## src/rtl/pipe_stage_buf.sv

```systemverilog
// pipe_stage_buf: two-entry skid buffer used as a pipeline stage latch with a
// valid/ready handshake and a synchronous flush.
//
// The head entry always sits in the main register and drives out_data. A
// second (skid) register absorbs one extra bundle when downstream stalls.
// Because of that skid entry, in_rdy decodes from registered state only.
//
// Ports:
//   clk        rising-edge clock
//   r          asynchronous active-low reset
//   in_v       upstream bundle valid
//   in_data    upstream bundle (WIDTH bits)
//   in_rdy     buffer can accept (state != TWO)
//   out_v      downstream bundle valid (state != EMPTY)
//   out_data   downstream bundle, always the main register
//   out_rdy    downstream accepts
//   flush      synchronous kill of held and incoming entries
//   occ        entry count 0..2
//   stall_cnt  saturating count of cycles with out_v=1 and out_rdy=0
//
// Optional feature: define PIPE_STAGE_BUF_PERF_EN to build the stall counter.
// When the macro is undefined, stall_cnt is tied to zero and no counter flops
// are built.

module pipe_stage_buf #(
    parameter int unsigned       WIDTH   = 32,
    parameter int unsigned       CNT_W   = 16,
    parameter logic [WIDTH-1:0]  RST_VAL = '0
) (
    input  logic             clk,
    input  logic             r,
    input  logic             in_v,
    input  logic [WIDTH-1:0] in_data,
    output logic             in_rdy,
    output logic             out_v,
    output logic [WIDTH-1:0] out_data,
    input  logic             out_rdy,
    input  logic             flush,
    output logic [1:0]       occ,
    output logic [CNT_W-1:0] stall_cnt
);

    typedef enum logic [1:0] {
        StEmpty = 2'd0,
        StOne   = 2'd1,
        StTwo   = 2'd2
    } state_e;

    state_e           state_q;
    logic [WIDTH-1:0] main_q;
    logic [WIDTH-1:0] skid_q;
    logic             push;
    logic             pop;

    assign in_rdy   = (state_q != StTwo);
    assign out_v    = (state_q != StEmpty);
    assign out_data = main_q;
    assign occ      = state_q;
    assign push     = in_v & in_rdy;
    assign pop      = out_v & out_rdy;

    always_ff @(posedge clk or negedge r) begin
        if (!r) begin
            state_q <= StEmpty;
            main_q  <= RST_VAL;
            skid_q  <= RST_VAL;
        end else if (flush) begin
            // Only the occupancy clears; data registers keep their contents.
            state_q <= StEmpty;
        end else begin
            case (state_q)
                StEmpty: begin
                    if (push) begin
                        state_q <= StOne;
                        main_q  <= in_data;
                    end
                end
                StOne: begin
                    if (push && pop) begin
                        main_q <= in_data;
                    end else if (push) begin
                        state_q <= StTwo;
                        skid_q  <= in_data;
                    end else if (pop) begin
                        state_q <= StEmpty;
                    end
                end
                StTwo: begin
                    // in_rdy is low here, so only a pop can occur.
                    if (pop) begin
                        state_q <= StOne;
                        main_q  <= skid_q;
                    end
                end
                default: state_q <= StEmpty;
            endcase
        end
    end

`ifdef PIPE_STAGE_BUF_PERF_EN
    localparam logic [CNT_W-1:0] CntOne = CNT_W'(1);

    logic [CNT_W-1:0] stall_q;

    // Flush leaves the counter alone; only reset clears it.
    always_ff @(posedge clk or negedge r) begin
        if (!r) begin
            stall_q <= '0;
        end else if (out_v && !out_rdy && (stall_q != '1)) begin
            stall_q <= stall_q + CntOne;
        end
    end

    assign stall_cnt = stall_q;
`else
    assign stall_cnt = '0;
`endif

endmodule

```

## config.mk

```make
export PLATFORM = sky130hd
export DESIGN_NAME = pipe_stage_buf
export DESIGN_NICKNAME = d
export VERILOG_FILES = /design/src/rtl/pipe_stage_buf.sv
export SDC_FILE = /design/constraint.sdc
export NUM_CORES = 1
export LEC_CHECK = 0
export CAP_MARGIN = 20
export CORE_MARGIN = 8
export CORE_UTILIZATION = 45
export DETAILED_ROUTE_END_ITERATION = 7
export PLACE_DENSITY = 0.76
export SLEW_MARGIN = 20
export SYNTH_ARGS = -nofsm -noshare
export SYNTH_HDL_FRONTEND = slang
export SYNTH_SLANG_ARGS = --single-unit
```

## constraint.sdc

```tcl
create_clock -name clk -period 1.95 [get_ports clk]
set_input_delay 0.195 -clock clk [delete_from_list [all_inputs] [get_ports clk]]
set_output_delay 0.195 -clock clk [all_outputs]
set_load 0.01 [all_outputs]
```

==> results.md, run 1 <==
- Most common cell after layout, fill and taps aside: mux2_2
- Library cells used by synthesis: 22
- Final setup violation count: 0
- Worst setup startpoint: occ[1]
- Pwr dens: 963 nW/µm²
- Clk_lat worst skew: 330 ps
- Mapped Area: 3130 µm²
- Post-Route WL: 6240 µm
- VDD IR max: 0.000641 V
- Most used routing layer: met2
- Startpoint class of the critical path: flop
- Post-Place Cells: 354
- CP bufs+invs: 3
- Synthesis-stage register bit count: 66
- Initial core utilization: 0.464
- Ant. Diodes: 0
- Worst EP arrival: 1660 ps
- Initial antenna violation count: 0
- Vias per Instance: 4.84
- Layout cell share with drive strength beyond 1: 0.401
- R2R cell count: 5
- First-pass GRT wire length: 10300 µm
- Worst Setup EP: in_rdy
- TritonCTS clock tree: yes
- Die H: 99.4 µm
- Outcome: finished clean
- Cells after Synth: 205
- Most frequent cells in the layout: 77 x mux2_2, 71 x clkdlybuf4s50_1, 64 x dfrtp_1
- Dpl ws: 3.21 ps
- Critical Path End Type: output pin
- Met1 usage: 0.158
- Core area: 6760 µm²
- Crit path required time: 1750 ps
- Final period utilization: 0.952
- Max stage delay cell, worst path: clkdlybuf4s50_1
- Area delta synth->final: 31.5%
- Setup TNS: 0 ps
- Final hold vios: 0
- Final cell count without fillers: 372
- RSZ-0062 raised after global routing: no
- Total track usage: 0.131
- H-tree depth: 3
- # rows: 30
- Crit-path max FO: 18
- RR Endpoint: out_data[9]
- Post-route setup slack: 93.4 ps
- Per-cell routed wire length: 16.8 µm
- CP top delay family: buffers and inverters
- Drc violations: 0
- FF-to-FF Start: occ[0]
- Highest Clock Rate: 0.539 GHz
- Die X: 99.4 µm
- Reg clk slew, reported paths: 70 ps
- Number of CTS-inserted buffers: 9
- CP Class: flop to output pin
- Met3 Usage GRT: 0.0489
- Worst R2R Setup Slack: 290 ps
- Syn Area/Cell: 15.3 µm²
- Total gr overflow: 0
- Levels on crit path: 4
- Largest net degree at the start of global routing: 67
- Pleak: 0.00173 µW
- Boundary Pins: 89
- Worst Hold Slack: 411 ps
- Max Cap Viol: 0
- CP Cell Sequence: nor2b_4, buf_12, inv_1, clkdlybuf4s50_1
- 1st-iter DRT viols: 60
- Pre-antenna DRT Iters: 3
- GR Util met2: 0.202
- Sinks on Clock Net: 66
- Placer Congestion: 0.787
- Root cell of the clock tree: clkbuf_8
- Die area: 9890 µm²
- Final Critical Period: 1860 ps
- Max stage delay on crit path: 520 ps
- Vias in the first global route: 2030
- Via count: 1802
- Sequential-to-total area share from yosys stat: 0.527
- Clock Skew: 4.81 ps
- CTS max path bufs: 2
- Antenna Nets Post-Route: 0
- Hold WC Path Type: input pin to async pin
- Number of port buffers: 72
- Nets: 324
- Fin. max-slew vios: 0
- Final HPWL DP: 4250 µm
- Yosys warnings: 0
## final cells by class
cell class | instances | area [µm²]
Fill cell | 525 | 2640
Sequential cell | 66 | 1650
Multi-Input combinational cell | 127 | 1290
Timing Repair Buffer | 82 | 868
Clock buffer | 14 | 163
Tap cell | 80 | 100
Clock inverter | 2 | 35.0
Inverter | 1 | 3.75
## worst min-delay path by stage
stage                   end  slack [ps]  depth (start not counted)
2_1_floorplan        occ[0]        -100                          0
3_3_place_gp   out_data[16]         240                          2
3_5_place_dp   out_data[16]         250                          2
4_1_cts        out_data[16]         410                          3
5_1_grt          skid_q[11]         430                          3
6_report       out_data[14]         410                          3
## worst register-to-register path: cells and delay by family (launching register included)
| family | cells | cell delay (ps) |
|---|---|---|
| AO/OA/AOI/OAI | 1 | 200 |
| buffers and inverters | 1 | 220 |
| flip-flops | 1 | 460 |
| multiplexers | 1 | 380 |
| AND/OR/NAND/NOR | 2 | 280 |
## metrics by stage
stage | area (µm²) | total power [µW] | util
after detailed placement | 3900 | 2840 | 0.577
after CTS | 4110 | 4020 | 0.608
after global placement | 3900 | 2800 | 0.577
after global routing | 4120 | 4170 | 0.610
final | 4120 | 3970 | 0.610
after floorplan | 3190 | 2360 | -
## power breakdown
part           leakage [µW]  total, µW  internal (µW)  switching [µW]
combinational      0.000839        947            622             325
sequential         0.000793       1860           1700             165
clock              0.000101       1160            661             497
## synth_stat cells (all sizes together)
cell / n / share of area
nand2b: 1 / 0.0020
nor3b: 1 / 0.0060
nand2: 2 / 0.0032
buf: 26 / 0.078
a21oi: 3 / 0.0084
nand3b: 1 / 0.0024
inv: 1 / 0.0012
o21a: 1 / 0.0024
conb: 1 / 0.0012
o22a: 1 / 0.0032
nor2b: 2 / 0.0056
dfrtp: 66 / 0.53
mux2: 96 / 0.35
nor2: 1 / 0.0012
or2: 1 / 0.0020
nor3: 1 / 0.0016
## kinds of logic after synthesis
| group | count (synthesis) | share of synthesized area |
|---|---|---|
| AO/OA/AOI/OAI | 5 | 0.0140 |
| buffers and inverters | 27 | 0.0791 |
| flip-flops | 66 | 0.527 |
| multiplexers | 96 | 0.355 |
| other | 1 | 0.00120 |
| AND/OR/NAND/NOR | 10 | 0.0240 |
## repair_timing
action | 4_1_cts | 5_1_grt
cloned | 0 | 0
setup endpoints to repair | 1 | 1
hold buffers | 1 | 0
setup buffers | 0 | 1
gates resized for setup | 1 | 1
hold endpoints to repair | 66 | 0
## layer usage
metal	share of wire	up-vias
met5	0	-
met4	0.018	0
met3	0.071	10
met2	0.46	56
met1	0.46	884
li1	-	852
## registers in the layout, summed over array words and instances, names as in the netlist
| signal | flops |
|---|---|
| occ | 2 |
| out_data | 32 |
| skid_q | 32 |
(Power assumes the default switching activity.)
==> run 2, diff against run 1 <==
Settings changed: PLACE_DENSITY 0.76 to 0.78.
==> results.md, run 2 (same netlist as run 1, synthesis figures left out) <==
- Crit path required time: 1750 ps (about the same)
- Layout cell share with drive strength beyond 1: 0.403 (was 0.401)
- Total track usage: 0.131 (about the same)
- Clk_lat worst skew: 330 ps (about the same)
- R2R cell count: 5 (unchanged)
- First-pass GRT wire length: 10300 µm (about the same)
- Number of port buffers: 72 (unchanged)
- Final period utilization: 0.960 (was 0.952)
- Final hold vios: 0 (unchanged)
- Total gr overflow: 0 (unchanged)
- Worst EP arrival: 1680 ps (was 1660 ps)
- Sinks on Clock Net: 66 (unchanged)
- Core area: 6760 µm² (unchanged)
- Number of CTS-inserted buffers: 9 (unchanged)
- Max stage delay on crit path: 530 ps (was 520 ps)
- CP Cell Sequence: nor2b_4, buf_12, inv_1, clkdlybuf4s50_1 (unchanged)
- Antenna Nets Post-Route: 0 (unchanged)
- Per-cell routed wire length: 16.7 µm (was 16.8 µm)
- Via count: 1836 (was 1802)
- Nets: 322 (was 324)
- Pwr dens: 987 nW/µm² (was 963 nW/µm²)
- Most common cell after layout, fill and taps aside: mux2_2 (unchanged)
- Dpl ws: -0.280 ps (was 3.21 ps)
- Vias in the first global route: 2022 (was 2030)
- Critical Path End Type: output pin (unchanged)
- FF-to-FF Start: occ[1] (was occ[0])
- Startpoint class of the critical path: flop (unchanged)
- Final cell count without fillers: 370 (was 372)
- Post-Route WL: 6190 µm (was 6240 µm)
- Final Critical Period: 1870 ps (was 1860 ps)
- Root cell of the clock tree: clkbuf_8 (unchanged)
- FILL cells: 554 (was 525)
- Final core occ: 0.609 (was 0.610)
- RR Endpoint: out_data[15] (was out_data[9])
- CP Class: flop to output pin (unchanged)
- Most frequent cells in the layout: 77 x mux2_2, 71 x clkdlybuf4s50_1, 64 x dfrtp_1 (unchanged)
- TritonCTS clock tree: yes (unchanged)
- Worst slew margin relative to its limit: 0.570
- Largest net degree at the start of global routing: 41 (was 67)
- Outcome: finished clean (unchanged)
- Placer Congestion: 0.679 (was 0.787)
- # rows: 30 (unchanged)
- Post-route setup slack: 77.3 ps (was 93.4 ps)
- Vias per Instance: 4.96 (was 4.84)
- Die X: 99.4 µm (unchanged)
- Boundary Pins: 89 (unchanged)
- Max Cap Viol: 0 (unchanged)
- Max stage delay cell, worst path: clkdlybuf4s50_1 (unchanged)
- Drc violations: 0 (unchanged)
- 1st-iter DRT viols: 61 (was 60)
- RSZ-0062 raised after global routing: no (unchanged)
- Ant. Diodes: 0 (unchanged)
- Worst slew pin tran: 644 ps
- Clock Skew: 6.99 ps (was 4.81 ps)
- Die H: 99.4 µm (unchanged)
- Highest Clock Rate: 0.534 GHz (was 0.539 GHz)
- CTS max path bufs: 2 (unchanged)
- H-tree depth: 3 (unchanged)
- Die area: 9890 µm² (unchanged)
- Final setup violation count: 0 (unchanged)
- VDD IR max: 0.000521 V (was 0.000641 V)
- Pre-antenna DRT Iters: 4 (was 3)
- Pleak: 0.00173 µW (about the same)
- Reg clk slew, reported paths: 70 ps (about the same)
- Post-CTS Setup Bufs: 0 (unchanged)
- Hold WC Path Type: input pin to async pin (unchanged)
- Worst R2R Setup Slack: 300 ps (was 290 ps)
- Fin. max-slew vios: 0 (unchanged)
- Final HPWL DP: 4380 µm (was 4250 µm)
- Initial antenna violation count: 0 (unchanged)
- Area delta synth->final: 31.3% (was 31.5%)
- Initial core utilization: 0.464 (unchanged)
- Post-Place Cells: 353 (was 354)
- Crit-path max FO: 22 (was 18)
## run 2: worst max-delay path by stage
stage                       from      endpoint  cells past startpoint  slack, ps
after floorplan           occ[1]  out_data[10]                      5        360
after global placement      in_v  out_data[14]                      6         60
after detailed placement    in_v  out_data[10]                      6       -0.3
after CTS                 occ[1]        in_rdy                      4         40
after global routing      occ[1]        in_rdy                      4          8
final                     occ[1]        in_rdy                      4         80
## run 2: area by class of cell
type	instances	area (µm²)	share of cell area
clock buffer	11	141	0.0344
inverter	1	3.75	0.000913
sequential	66	1650	0.402
clock inverter	5	77.6	0.0189
timing repair buffer	80	841	0.204
multi-input combinational	127	1290	0.315
tap	80	100	0.0243
## run 2: per-stage QoR
stage | TNS [ps] | total power (µW) | cell area, µm² | hold WS, ps
floorplan | 0 | 2360 | 3190 | -101
global placement | 0 | 2800 | 3880 | 257
detailed placement | -0.280 | 2850 | 3880 | 255
CTS | 0 | 4120 | 4110 | 461
global route | 0 | 4280 | 4110 | 480
finish | 0 | 4060 | 4110 | 463
## run 2: where the power goes
group | internal [µW] | switching (µW) | total, µW
sequential | 1700 | 165 | 1860
clock | 751 | 499 | 1250
combinational | 622 | 324 | 947
total | 3070 | 988 | 4060
## run 2: critical path: cells and delay by family (launching register included)
kind                   cells  cell delay [ps]
AND/OR/NAND/NOR            1              150
flip-flops                 1              450
buffers and inverters      3              750
## run 2: what timing repair did
action / 4_1_cts / 5_1_grt
gates cloned: 0 / 0
hold buffers: 1 / 0
hold endpoints to repair: 26 / 0
gates resized for setup: 1 / 1
setup endpoints to repair: 1 / 1
## run 2: per-layer routing
layer,GRT usage,part of all wire,up-vias
li1,-,-,857
met2,0.208,0.48,55
met5,0,0,-
met4,0.0419,0.010,0
met3,0.0608,0.073,6
met1,0.153,0.44,918
==> run 3, diff against run 2 <==
Settings changed: CTS_CLUSTER_SIZE from default to 10.
==> results of run 3 <==
The final DEF is identical to that of run 2; final timing and power are the same.
